--- config.mk ---
export PLATFORM = sky130hd
export DESIGN_NAME = rst_ce_sequencer
export DESIGN_NICKNAME = d
export VERILOG_FILES = /design/src/rtl/seq_pkg.sv /design/src/rtl/cycle_down_counter.sv /design/src/rtl/rst_ce_sequencer.sv
export SDC_FILE = /design/constraint.sdc
export NUM_CORES = 1
export LEC_CHECK = 0
export CAP_MARGIN = 30
export CORE_MARGIN = 5
export CORE_UTILIZATION = 30
export DETAILED_ROUTE_END_ITERATION = 10
export GPL_ROUTABILITY_DRIVEN = 0
export PLACE_DENSITY_LB_ADDON = 0.2
export SYNTH_ARGS = -nofsm -noshare
export SYNTH_HDL_FRONTEND = slang
export SYNTH_SLANG_ARGS = --single-unit
--- constraint.sdc ---
create_clock -name clk -period 1.95 [get_ports clk]
set_input_delay 0.2925 -clock clk [delete_from_list [all_inputs] [get_ports clk]]
set_output_delay 0.2925 -clock clk [all_outputs]
set_load 0.03 [all_outputs]
--- src/rtl/seq_pkg.sv ---
// rtl/seq_pkg.sv - shared types and per-state output encoding for the reset/clock-enable sequencer
package seq_pkg;

    typedef enum logic [2:0] {
        IDLE,
        HOLD,
        OVERLAP,
        RUN,
        DONE
    } seq_state_e;

    localparam int CNT_W_DEFAULT = 8;

    typedef struct packed {
        logic rst;
        logic ce;
        logic busy;
        logic done;
    } seq_out_t;

    localparam seq_out_t OUT_IDLE    = seq_out_t'(4'b1000);
    localparam seq_out_t OUT_HOLD    = seq_out_t'(4'b1010);
    localparam seq_out_t OUT_OVERLAP = seq_out_t'(4'b1110);
    localparam seq_out_t OUT_RUN     = seq_out_t'(4'b0110);
    localparam seq_out_t OUT_DONE    = seq_out_t'(4'b0001);

    function automatic seq_out_t state_outputs(input seq_state_e s);
        case (s)
            HOLD:    return OUT_HOLD;
            OVERLAP: return OUT_OVERLAP;
            RUN:     return OUT_RUN;
            DONE:    return OUT_DONE;
            default: return OUT_IDLE;
        endcase
    endfunction

endpackage

--- src/rtl/cycle_down_counter.sv ---
// rtl/cycle_down_counter.sv - loadable down counter that saturates at zero
module cycle_down_counter #(
    parameter int CNT_W = 8
) (
    input  logic             clk,
    input  logic             rst,
    input  logic             load,
    input  logic [CNT_W-1:0] load_val,
    input  logic             dec_en,
    output logic             zero
);

    logic [CNT_W-1:0] cnt;

    // load wins over decrement; decrement is suppressed at zero so it never wraps
    always_ff @(posedge clk) begin
        if (rst) begin
            cnt <= '0;
        end else if (load) begin
            cnt <= load_val;
        end else if (dec_en && (cnt != '0)) begin
            cnt <= cnt - 1'b1;
        end
    end

    assign zero = (cnt == '0);

endmodule

--- src/rtl/rst_ce_sequencer.sv ---
// rtl/rst_ce_sequencer.sv - drives a downstream reset/clock-enable pair: hold, overlap, run, done
module rst_ce_sequencer
    import seq_pkg::*;
#(
    parameter int HOLD_CYCLES    = 3,
    parameter int OVERLAP_CYCLES = 1,
    parameter int RUN_CYCLES     = 6,
    parameter int CNT_W          = CNT_W_DEFAULT
) (
    input  logic clk,
    input  logic rst,
    input  logic start,
    input  logic stop,
    output logic dut_rst_o,
    output logic dut_ce_o,
    output logic busy_o,
    output logic done_o
);

    localparam longint CNT_MAX = (64'(1) << CNT_W) - 1;

    if (HOLD_CYCLES < 1) begin : g_bad_hold
        $error("HOLD_CYCLES must be at least 1");
    end
    if (OVERLAP_CYCLES < 1) begin : g_bad_overlap
        $error("OVERLAP_CYCLES must be at least 1");
    end
    if (RUN_CYCLES < 0) begin : g_bad_run
        $error("RUN_CYCLES must not be negative");
    end
    if ((longint'(HOLD_CYCLES) > CNT_MAX) || (longint'(OVERLAP_CYCLES) > CNT_MAX) ||
        (longint'(RUN_CYCLES) > CNT_MAX)) begin : g_bad_width
        $error("a cycle count does not fit in CNT_W bits");
    end

    localparam logic [CNT_W-1:0] HOLD_LOAD    = CNT_W'(HOLD_CYCLES - 1);
    localparam logic [CNT_W-1:0] OVERLAP_LOAD = CNT_W'(OVERLAP_CYCLES - 1);
    localparam logic [CNT_W-1:0] RUN_LOAD     = (RUN_CYCLES == 0) ? '0 : CNT_W'(RUN_CYCLES - 1);
    localparam logic             RUN_BOUNDED  = (RUN_CYCLES != 0);

    seq_state_e       state;
    seq_state_e       next_state;
    logic             cnt_load;
    logic [CNT_W-1:0] cnt_load_val;
    logic             cnt_dec;
    logic             cnt_zero;

    cycle_down_counter #(
        .CNT_W (CNT_W)
    ) u_counter (
        .clk      (clk),
        .rst      (rst),
        .load     (cnt_load),
        .load_val (cnt_load_val),
        .dec_en   (cnt_dec),
        .zero     (cnt_zero)
    );

    // next state and counter control share one decision so they cannot disagree
    always_comb begin
        next_state   = state;
        cnt_load     = 1'b0;
        cnt_load_val = '0;
        cnt_dec      = 1'b0;
        case (state)
            IDLE: begin
                if (start && !stop) begin
                    next_state   = HOLD;
                    cnt_load     = 1'b1;
                    cnt_load_val = HOLD_LOAD;
                end
            end
            HOLD: begin
                if (stop) begin
                    next_state = IDLE;
                end else if (cnt_zero) begin
                    next_state   = OVERLAP;
                    cnt_load     = 1'b1;
                    cnt_load_val = OVERLAP_LOAD;
                end else begin
                    cnt_dec = 1'b1;
                end
            end
            OVERLAP: begin
                if (stop) begin
                    next_state = IDLE;
                end else if (cnt_zero) begin
                    next_state   = RUN;
                    cnt_load     = 1'b1;
                    cnt_load_val = RUN_LOAD;
                end else begin
                    cnt_dec = 1'b1;
                end
            end
            RUN: begin
                if (stop || (RUN_BOUNDED && cnt_zero)) begin
                    next_state = DONE;
                end else begin
                    cnt_dec = RUN_BOUNDED;
                end
            end
            DONE: begin
                next_state = IDLE;
            end
            default: begin
                next_state = IDLE;
            end
        endcase
    end

    always_ff @(posedge clk) begin
        if (rst) begin
            state <= IDLE;
            {dut_rst_o, dut_ce_o, busy_o, done_o} <= OUT_IDLE;
        end else begin
            state <= next_state;
            {dut_rst_o, dut_ce_o, busy_o, done_o} <= state_outputs(next_state);
        end
    end

endmodule
Word-level counts from Yosys, hierarchy flattened
Cells that the tools add are included.

word-level totals
  register bits = 15
  output and inout port bits = 4

operators by class
  $add $sub $neg = 1
  eq/ne operators = 7
  muxes and demuxes = 22
  reductions and logical operators = 9

operators by type and width
  cell                   number
  $mux W3                8
  $mux W8                2
  $pmux W4 S4            1
  $eq A3 B2 Y1 const B   4
  $pmux W3 S4            1
  $logic_not A8 Y1       1
  $reduce_bool A8 Y1     1
  $sub A8 B1 Y8 const B  1
  $eq A3 B1 Y1 const B   2
  $mux W1                6
  $pmux W3 S2            1
  $pmux W1 S2            2
  $eq A3 B3 Y1 const B   1
  $logic_not A3 Y1       1
  $logic_and A1 B1 Y1    2
  $mux W2                1
  $reduce_bool A2 Y1     1
  $reduce_or A2 Y1       1
  $logic_not A1 Y1       1
  $logic_or A1 B1 Y1     1

Depth between registers and ports, before layout
Gate-level depths: netlist of run 1.

  depth in word-level cells = 7
  depth in mapped cells = 6
  gate-level depth less buffers = 6

Hierarchy
Synthesis of run 1 repeated with hierarchy kept, for this count alone.

unflattened totals
  cell total of the unflattened synthesis = 98
  area total of the unflattened synthesis = 863.3 um^2

modules (own cells, without submodules)
  module              times used  cells each  area an instance (um^2)
  cycle_down_counter  1           59          515.5
  rst_ce_sequencer    1           39          347.8

Worst setup path before layout of run 1
No wires, ideal clock.

  kind = flip-flop to flip-flop
  start = register u_counter.cnt[0]
  end = register u_counter.cnt[2]
  arrival = 1.563 ns
  slack = 0.317 ns
  cell stages (with the launch flop) = 6
  buffers on the path = 0
  cell sequence = dfxtp_1 -> inv_1 -> ha_1 -> or4b_4 -> or3b_2 -> a21oi_1

between the ends
  word-level cells in the longest chain between the ends = 6
  elaborated cells between the ends (all ways) = 18
  classes of those cells = add/sub: 1; mux: 12; reduce/logical: 5

ends and longest elaborated chain
  what                                                                   line                      RTL
  from (decl)                                                            cycle_down_counter.sv:13  logic [CNT_W-1:0] cnt;
  from (signal assigned)                                                 cycle_down_counter.sv:20  cnt <= load_val;
  from (signal assigned)                                                 cycle_down_counter.sv:22  cnt <= cnt - 1'b1;
  parallel branches: the longest is 6 deep, another holds $sub A8 B1 Y8  n/a

Several ways; the timed one is not identified. The select of a mux whose other input is x is not followed.
A chain may end at the register's enable or synchronous reset.

Worst setup path after layout of run 1
  start = register u_counter.cnt[0]
  end = register u_counter.cnt[7]

Same word-level chain as after synthesis.

==> impl_metrics.json, run 1 <==
{
  "drc_errors": 0,
  "total_power_mw": 0.662,
  "insertion_delay_ps": 290,
  "diodes": 0,
  "crit_type": "reg -> reg",
  "grt_antenna_before_repair": 0,
  "drt_iter0_drc": 13,
  "avgRoutedWirePerCell_um": 13.6,
  "vdd_drop_max_mv": 0.393,
  "coreArea_mm2": 0.00269,
  "num_rows": 19,
  "ctsHoldBuffers": 0,
  "numCtsBuffers": 3,
  "dp_hpwl_mm": 1.48,
  "slew_viol_final": 0,
  "clock_sinks": 15,
  "p_per_area_mw_per_mm2": 637,
  "synth_area_um2": 820,
  "worstMarginPinSlew_ps": 327,
  "start_kind": "register",
  "clock_skew_ps": 3.81,
  "viasPerCell": 5.38,
  "critPathMaxFanout": 5,
  "worstPathRequired_ps": 2180,
  "io_buffers": 7,
  "netlist_instances": 95,
  "grt_setup_unrepaired": "false",
  "grt_use_total_pct": 11.0,
  "overflow": 0,
  "ys.warnings.count": 0,
  "postRouteAntennaNets": 0,
  "crit_chain": "inv_1 -> ha_1 -> or3b_2 -> o211ai_2 -> buf_4 -> o31ai_1 -> a21oi_1",
  "die_area_mm2": 0.00388,
  "period_share_pct": 92.8,
  "slowest_stage": "or3b_2",
  "wl_mm": 1.99,
  "cts_buffer_depth": 2,
  "async_reset_ff_share_pct": 0,
  "critical_path_arrival_ps": 2040,
  "synth_ff_type": "dfxtp_1",
  "ys_seq_elements": 15,
  "grt_pass1_wl_mm": 3.44,
  "fin_nets": 121,
  "hold_viol": 0,
  "hp-class": "reg -> reg",
  "yosys.area.top_type": "dfxtp_1",
  "setup_viol": 0,
  "maxCapViolations": 0,
  "synth_seq_area_share_pct": 36.6,
  "yosys.cell_types.count": 38,
  "fmax_mhz": 553,
  "period_needed_ps": 1810,
  "crit_family": "simple AND/OR/NAND/NOR gates",
  "cts_setup_buffers": 0,
  "htree_levels": 1,
  "cp_num_buf_inv": 2,
  "yosysTopAreaCellShare_pct": 36.6,
  "synth_fp_nets": 100,
  "vias": 785,
  "cts-resized-gates": 0,
  "clk_root_buffer_cell": "clkbuf_4",
  "firstDrtPassIters": 4,
  "crit_path_end_kind": "register",
  "syn_area_per_cell_um2": 8.63,
  "synth.area.top_cells": "dfxtp_1 37%, a21oi_1 4.3%, nor2_1 4.1%",
  "static-leakage-power_nw": 0.392,
  "syn_to_final_growth_pct": 26.9,
  "die_h_um": 62.3,
  "status": "finished, final reports clean",
  "io_pins": 8,
  "final_layout_size_suffix_gt1_share_pct": 22.6,
  "cpPeakStageDelay_ps": 490,
  "path_clk_slew_ps": 100,
  "grt_max_degree": 16,
  "max-slew-margin-rel_pct": 77.7,
  "first_global_vias": 778,
  "synth-edff-count": 0,
  "cts_tree": "yes",
  "start_util_pct": 30.5,
  "die_x_um": 62.3,
  "fin_tns_setup_ps": 0
}
-- cells in the final DEF (no fill, tap or decap), drive strengths merged, types with 3 or more instances in the layout --
cell type,Yosys,routed
or3,3,3
nand2,5,5
clkdlybuf4s50,0,7
clkbuf,3,4
nor2,9,9
or4,3,3
o21ai,6,6
dfxtp,15,15
nor3,6,6
or2,4,4
buf,0,12
inv,3,3
a21oi,7,7
o31ai,3,3
-- report_power, final --
part	internal, mW	switching, mW	leakage [nW]	total, mW
clock network	0.0796	0.109	0.0150	0.189
logic	0.0700	0.0781	0.255	0.148
registers	0.315	0.00940	0.122	0.325
total	0.465	0.197	0.392	0.662
-- metrics by stage --
step / setup slack, ps / utilization, % / hold slack, ps / cell area [um2] / cells
4_1_cts: 125 / 38.5 / 479 / 1030 / 146
2_1_floorplan: 317 / - / 362 / 820 / 95
3_5_place_dp: 27.7 / 37.5 / 464 / 1010 / 142
5_1_grt: 51.2 / 38.7 / 536 / 1040 / 146
6_report: 141 / 38.7 / 477 / 1040 / 146
3_3_place_gp: 68.4 / 37.5 / 475 / 1010 / 142
-- cell usage after synthesis, types with 2 or more instances --
cell type  number
clkbuf_1        3
a211oi_1        2
or4_1           3
or3_1           3
a21oi_1         7
o21ai_0         6
inv_1           3
or2_2           3
nor2b_1         2
dfxtp_1        15
nand2_1         5
nor2_1          9
nor3_1          6
or3b_2          2
o31ai_1         2
xnor2_1         2
-- cells by family after synthesis --
logic type / count (synthesis) / synth area share (%)
AND/OR/NAND/NOR: 42 / 32.5
AO/OA/AOI/OAI: 28 / 23.4
buffers and inverters: 6 / 2.75
flip-flops: 15 / 36.6
XOR/XNOR: 3 / 3.21
adder cells (fa/ha/maj): 1 / 1.53
-- registers in the layout (all words and copies together), names as in the netlist --
name / flops
u_counter.cnt: 8
dut_ce_o: 1
dut_rst_o: 1
state: 3
done_o: 1
busy_o: 1
-- worst min-delay path: stages (launching register included) --
cell and delay (ps):
dfxtp_1 330, nand2_1 60, a21oi_1 60
-- final timing paths --
path                                                     from                            end  slack, ps  cells past startpoint
worst min-delay path            u_counter.cnt[0]$_SDFFE_PP0P_  u_counter.cnt[0]$_SDFFE_PP0P_        480                      2
worst max register to register  u_counter.cnt[0]$_SDFFE_PP0P_  u_counter.cnt[7]$_SDFFE_PP0P_        140                      7
worst min register to register  u_counter.cnt[0]$_SDFFE_PP0P_  u_counter.cnt[0]$_SDFFE_PP0P_        480                      2
worst max-delay path            u_counter.cnt[0]$_SDFFE_PP0P_  u_counter.cnt[7]$_SDFFE_PP0P_        140                      7
-- layer usage --
metal	vias up	GRT usage, %	routed length [um]
met4	0	4.24	26
met5	-	0	0
met3	4	4.14	84
li1	395	-	-
met2	15	17.2	912
met1	371	13.6	967
-- cell type report --
class / count / area (um2)
fill: 290 / 1650
multi-input combinational: 74 / 503
sequential: 15 / 300
timing repair buffer: 19 / 160
tap: 31 / 38.8
clock buffer: 4 / 26.3
inverter: 3 / 11.3
Power figures use the tool's default switching activity.
==> run 2, diff against run 1 <==
CAP_MARGIN = 20   (was 30)
PLACE_DENSITY_LB_ADDON = unset   (was 0.2)
==> impl_metrics.json, run 2 (synthesis results as in run 1) <==
{
  "status": "finished, final reports clean",
  "fmax_mhz": 558,
  "met1_length_um": 907,
  "fin_tns_setup_ps": 0,
  "start_kind": "register",
  "dp_hpwl_mm": 1.42,
  "top_layer": "met4",
  "largest_reg_flops": 8,
  "first_global_vias": 756,
  "crit_family": "compound AO/OA/AOI/OAI gates",
  "top_regs": "u_counter.cnt x8, state x3",
  "overflow": 0,
  "io_buffers": 7,
  "viasPerCell": 5.43,
  "cp_num_buf_inv": 2,
  "final_layout_size_suffix_gt1_share_pct": 21.4,
  "worstPathRequired_ps": 2140,
  "diodes": 0,
  "final_common_cell": "dfxtp_1",
  "start_util_pct": 30.5,
  "power_frac_clock_pct": 28.4,
  "max-slew-margin-rel_pct": 72.8,
  "slowest_stage": "nor3b_4",
  "maxCapViolations": 0,
  "wl_met3_um": 90,
  "grt_max_degree": 16,
  "r2r_end": "u_counter.cnt[7]$_SDFFE_PP0P_",
  "num-fill-cells": 281,
  "internal-power_mw": 0.455,
  "path_clk_slew_ps": 100,
  "drc_errors": 0,
  "die_area_mm2": 0.00388,
  "avgRoutedWirePerCell_um": 13.2,
  "cts_buffer_depth": 2,
  "postRouteAntennaNets": 0,
  "syn_to_final_growth_pct": 24.3,
  "cts_tree": "yes",
  "firstDrtPassIters": 4,
  "io_pins": 8,
  "combPwrFrac_pct": 21.6,
  "static-leakage-power_nw": 0.381,
  "drt_iter0_drc": 6,
  "crit_type": "reg -> reg",
  "period_share_pct": 91.9,
  "pwr-share-seq_pct": 50.0,
  "regMostFlops": "u_counter.cnt",
  "hp-class": "reg -> reg",
  "worstMarginPinSlew_ps": 407,
  "clock_sinks": 15,
  "vdd_drop_max_mv": 0.338,
  "hold_viol": 0,
  "vias": 776,
  "grt_use_total_pct": 10.1,
  "wl_met2_um": 869,
  "clk_root_buffer_cell": "clkbuf_4",
  "slew_viol_final": 0,
  "grt_pass1_wl_mm": 3.32,
  "critPathMaxFanout": 9,
  "setup_viol": 0,
  "ctsHoldBuffers": 0,
  "clock_skew_ps": 8.81,
  "num_rows": 19,
  "grt_setup_unrepaired": "false",
  "fin_nets": 118,
  "reg2reg_from": "u_counter.cnt[0]$_SDFFE_PP0P_",
  "hold_path_end": "u_counter.cnt[0]$_SDFFE_PP0P_",
  "crit_chain": "inv_1 -> ha_1 -> nor3b_4 -> a31oi_1 -> o31ai_2 -> buf_4 -> a21oi_1",
  "period_needed_ps": 1790,
  "hold_depth": 2,
  "total_power_mw": 0.649,
  "rrSetupSlack_ps": 160,
  "wl_mm": 1.89,
  "numCtsBuffers": 3,
  "die_h_um": 62.3,
  "startpoint": "u_counter.cnt[0]$_SDFFE_PP0P_",
  "final_cell_mix": "15 x dfxtp_1, 9 x nor2_1, 9 x buf_4",
  "insertion_delay_ps": 290,
  "p_sw_mw": 0.194,
  "htree_levels": 1,
  "coreArea_mm2": 0.00269,
  "die_x_um": 62.3,
  "crit_path_end_kind": "register",
  "p_per_area_mw_per_mm2": 637,
  "min_from": "u_counter.cnt[0]$_SDFFE_PP0P_",
  "reg2reg_depth": 7,
  "cpPeakStageDelay_ps": 420,
  "switching_share_pct": 29.8,
  "grt_antenna_before_repair": 0,
  "cts_setup_buffers": 0,
  "critical_path_arrival_ps": 1980
}
## run 2: cell types whose count changed in the layout (fill, tap and decap cells not counted), sizes merged
| cell | previous run | this run |
|---|---|---|
| clkbuf | 4 | 3 |
| buf | 12 | 9 |
| clkinv | 0 | 1 |
## run 2: per-layer routing
layer	up-vias	GRT usage, %
li1	388	-
met1	369	13.8
met2	15	15.2
met3	4	2.34
met4	0	4.51
met5	-	0
## run 2: how the worst max path moves through the flow
| stage | endpoint | slack (ps) | cells past startpoint |
|---|---|---|---|
| 6_report | u_counter.cnt[7]$_SDFFE_PP0P_ | 160 | 7 |
| 5_1_grt | u_counter.cnt[3]$_SDFFE_PP0P_ | 8 | 7 |
| 4_1_cts | u_counter.cnt[7]$_SDFFE_PP0P_ | 50 | 7 |
| 3_5_place_dp | u_counter.cnt[2]$_SDFFE_PP0P_ | 30 | 4 |
| 3_3_place_gp | u_counter.cnt[2]$_SDFFE_PP0P_ | 40 | 4 |
| 2_1_floorplan | u_counter.cnt[2]$_SDFFE_PP0P_ | 320 | 5 |
## run 2: metrics by stage
stage | hold slack (ps) | instances | instance area [um2] | worst slack, ps | utilization (%)
after floorplan | 362 | 95 | 820 | 317 | -
after global placement | 461 | 139 | 985 | 44.1 | 36.7
after detailed placement | 463 | 139 | 985 | 32.4 | 36.7
after CTS | 476 | 143 | 1010 | 51.6 | 37.7
after global routing | 491 | 143 | 1020 | 8.16 | 37.9
final | 472 | 143 | 1020 | 158 | 37.9
## run 2: cell type report
cell class              instances  area, um2  area share [%]
clock buffers                   3       22.5            2.21
clock inverters                 1       5.00           0.491
inverters                       3       11.3            1.11
multi-input cells              74        503            49.4
flip-flops and latches         15        300            29.5
well taps                      31       38.8            3.81
repair buffers                 16        138            13.5
## run 2: power by group through the flow
| stage | clock network, mW | logic [mW] | registers (mW) |
|---|---|---|---|
| after global placement | 0 | 0.135 | 0.330 |
| final | 0.184 | 0.140 | 0.324 |
| after floorplan | 0 | 0.0845 | 0.333 |
| after detailed placement | 0 | 0.136 | 0.330 |
| after CTS | 0.189 | 0.137 | 0.323 |
| after global routing | 0.205 | 0.155 | 0.326 |
## run 2: worst min-delay path, cell delays in order, from the launching register on
cell and delay, ps:
dfxtp_1 330, nand2_1 50, a21oi_1 50
## run 2: timing repair
item                                   CTS  global route
endpoints found under the hold margin    0             0
setup endpoints to repair                0             8
resized for setup                        0             1
==> run 3, diff against run 2 <==
CTS_CLUSTER_DIAMETER = 60   (was unset)
REMOVE_ABC_BUFFERS = 1   (was unset)
==> impl_metrics.json, run 3 (synthesis results as in run 1) <==
{
  "wl_mm": 1.90,
  "cts_setup_buffers": 0,
  "largest_reg_flops": 8,
  "insertion_delay_ps": 290,
  "clk_root_buffer_cell": "clkbuf_4",
  "htree_levels": 1,
  "worstMarginPinSlew_ps": 515,
  "period_needed_ps": 1810,
  "hold_viol": 0,
  "hp-class": "reg -> reg",
  "critPathMaxFanout": 9,
  "worstPathRequired_ps": 2130,
  "static-leakage-power_nw": 0.385,
  "grt_setup_unrepaired": "false",
  "die_x_um": 62.3,
  "critical_path_arrival_ps": 2000,
  "grt_antenna_before_repair": 0,
  "cts_buffer_depth": 2,
  "firstDrtPassIters": 4,
  "period_share_pct": 93.0,
  "fin_nets": 119,
  "final_common_cell": "dfxtp_1",
  "drc_errors": 0,
  "syn_to_final_growth_pct": 25.2,
  "placedCellCount": 140,
  "p_per_area_mw_per_mm2": 634,
  "grt_pass1_wl_mm": 3.37,
  "pre_cts_slack_ps": 14.5,
  "numCtsBuffers": 3,
  "clock_skew_ps": 7.00,
  "overflow": 0,
  "grt_util_met1_pct": 13.2,
  "max-slew-margin-rel_pct": 65.3,
  "maxCapViolations": 0,
  "grt_max_degree": 16,
  "crit_type": "reg -> reg",
  "fmax_mhz": 552,
  "grt_use_total_pct": 10.3,
  "fin_ws_ps": 137,
  "io_pins": 8,
  "status": "finished, final reports clean",
  "crit_path_end_kind": "register",
  "use_met3_pct": 1.80,
  "crit_chain": "inv_1 -> ha_1 -> nor3b_4 -> a31oi_1 -> o31ai_2 -> buf_4 -> a21oi_1",
  "drt_iter0_drc": 14,
  "vdd_drop_max_mv": 0.352,
  "coreArea_mm2": 0.00269,
  "gr-usage-met2_pct": 17.1,
  "crit_family": "compound AO/OA/AOI/OAI gates",
  "avgRoutedWirePerCell_um": 13.2,
  "start_kind": "register",
  "final_cell_mix": "15 x dfxtp_1, 10 x buf_4, 9 x nor2_1",
  "clock_sinks": 15,
  "slew_viol_final": 0,
  "final_cell_count_no_fill": 144,
  "viasPerCell": 5.46,
  "hold-worst-slack_ps": 479,
  "start_util_pct": 30.5,
  "num_rows": 19,
  "slowest_stage": "nor3b_4",
  "top_regs": "u_counter.cnt x8, state x3",
  "cts_tree": "yes",
  "place_area_um2": 992,
  "io_buffers": 7,
  "cpPeakStageDelay_ps": 410,
  "fin_tns_setup_ps": 0,
  "setup_viol": 0,
  "cp_num_buf_inv": 2,
  "regMostFlops": "u_counter.cnt",
  "final_layout_size_suffix_gt1_share_pct": 22.1,
  "vias": 786,
  "final_core_util_pct": 38.2,
  "fin_area_mm2": 0.00103,
  "postRouteAntennaNets": 0,
  "die_area_mm2": 0.00388,
  "diodes": 0,
  "path_clk_slew_ps": 100,
  "num-fill-cells": 276,
  "grt_busiest_layer": "met2",
  "dp_hpwl_mm": 1.43,
  "total_power_mw": 0.650,
  "first_global_vias": 751,
  "die_h_um": 62.3
}
## run 3: cell types whose count changed in the layout (fill, tap and decap cells not counted), sizes merged
cell	previous run	this run
buf	9	10
## run 3: worst reg2reg max path: cells and delay by family, from the launching register on
| kind | cells | cell delay (ps) |
|---|---|---|
| adders and majority gates | 1 | 240 |
| DFF | 1 | 330 |
| buffers and inverters | 2 | 260 |
| and+or+nand+nor | 1 | 410 |
| AOI/OAI and AO/OA | 3 | 470 |
## run 3: final cells by class
class | instances | area [um2] | share of cell area, %
clock buffer | 3 | 22.5 | 2.20
inverter | 3 | 11.3 | 1.10
timing repair buffer | 17 | 145 | 14.1
multi-input combinational | 74 | 503 | 49.0
clock inverter | 1 | 5.00 | 0.488
tap | 31 | 38.8 | 3.78
sequential | 15 | 300 | 29.3
## run 3: repair_timing
| item | in CTS | in global routing |
|---|---|---|
| gates resized for setup | 0 | 1 |
| setup endpoints to repair | 0 | 7 |
| hold buffers | 0 | 0 |
## run 3: power by group
group	switching (mW)	internal [mW]	total (mW)
clock network	0.107	0.0763	0.183
registers	0.00967	0.315	0.325
logic	0.0765	0.0651	0.142
## run 3: per-layer routing
metal	up-vias	wire length, um
li1	393	-
met1	379	920
met2	12	896
met3	2	56
met4	0	22
met5	-	0
## run 3: path summary, 6_finish.rpt
| check | start | end | slack, ps | cells past startpoint |
|---|---|---|---|---|
| setup / recovery | u_counter.cnt[0]$_SDFFE_PP0P_ | u_counter.cnt[7]$_SDFFE_PP0P_ | 140 | 7 |
| hold / removal | u_counter.cnt[0]$_SDFFE_PP0P_ | u_counter.cnt[0]$_SDFFE_PP0P_ | 480 | 2 |
| setup reg to reg | u_counter.cnt[0]$_SDFFE_PP0P_ | u_counter.cnt[7]$_SDFFE_PP0P_ | 140 | 7 |
| hold reg to reg | u_counter.cnt[0]$_SDFFE_PP0P_ | u_counter.cnt[0]$_SDFFE_PP0P_ | 480 | 2 |
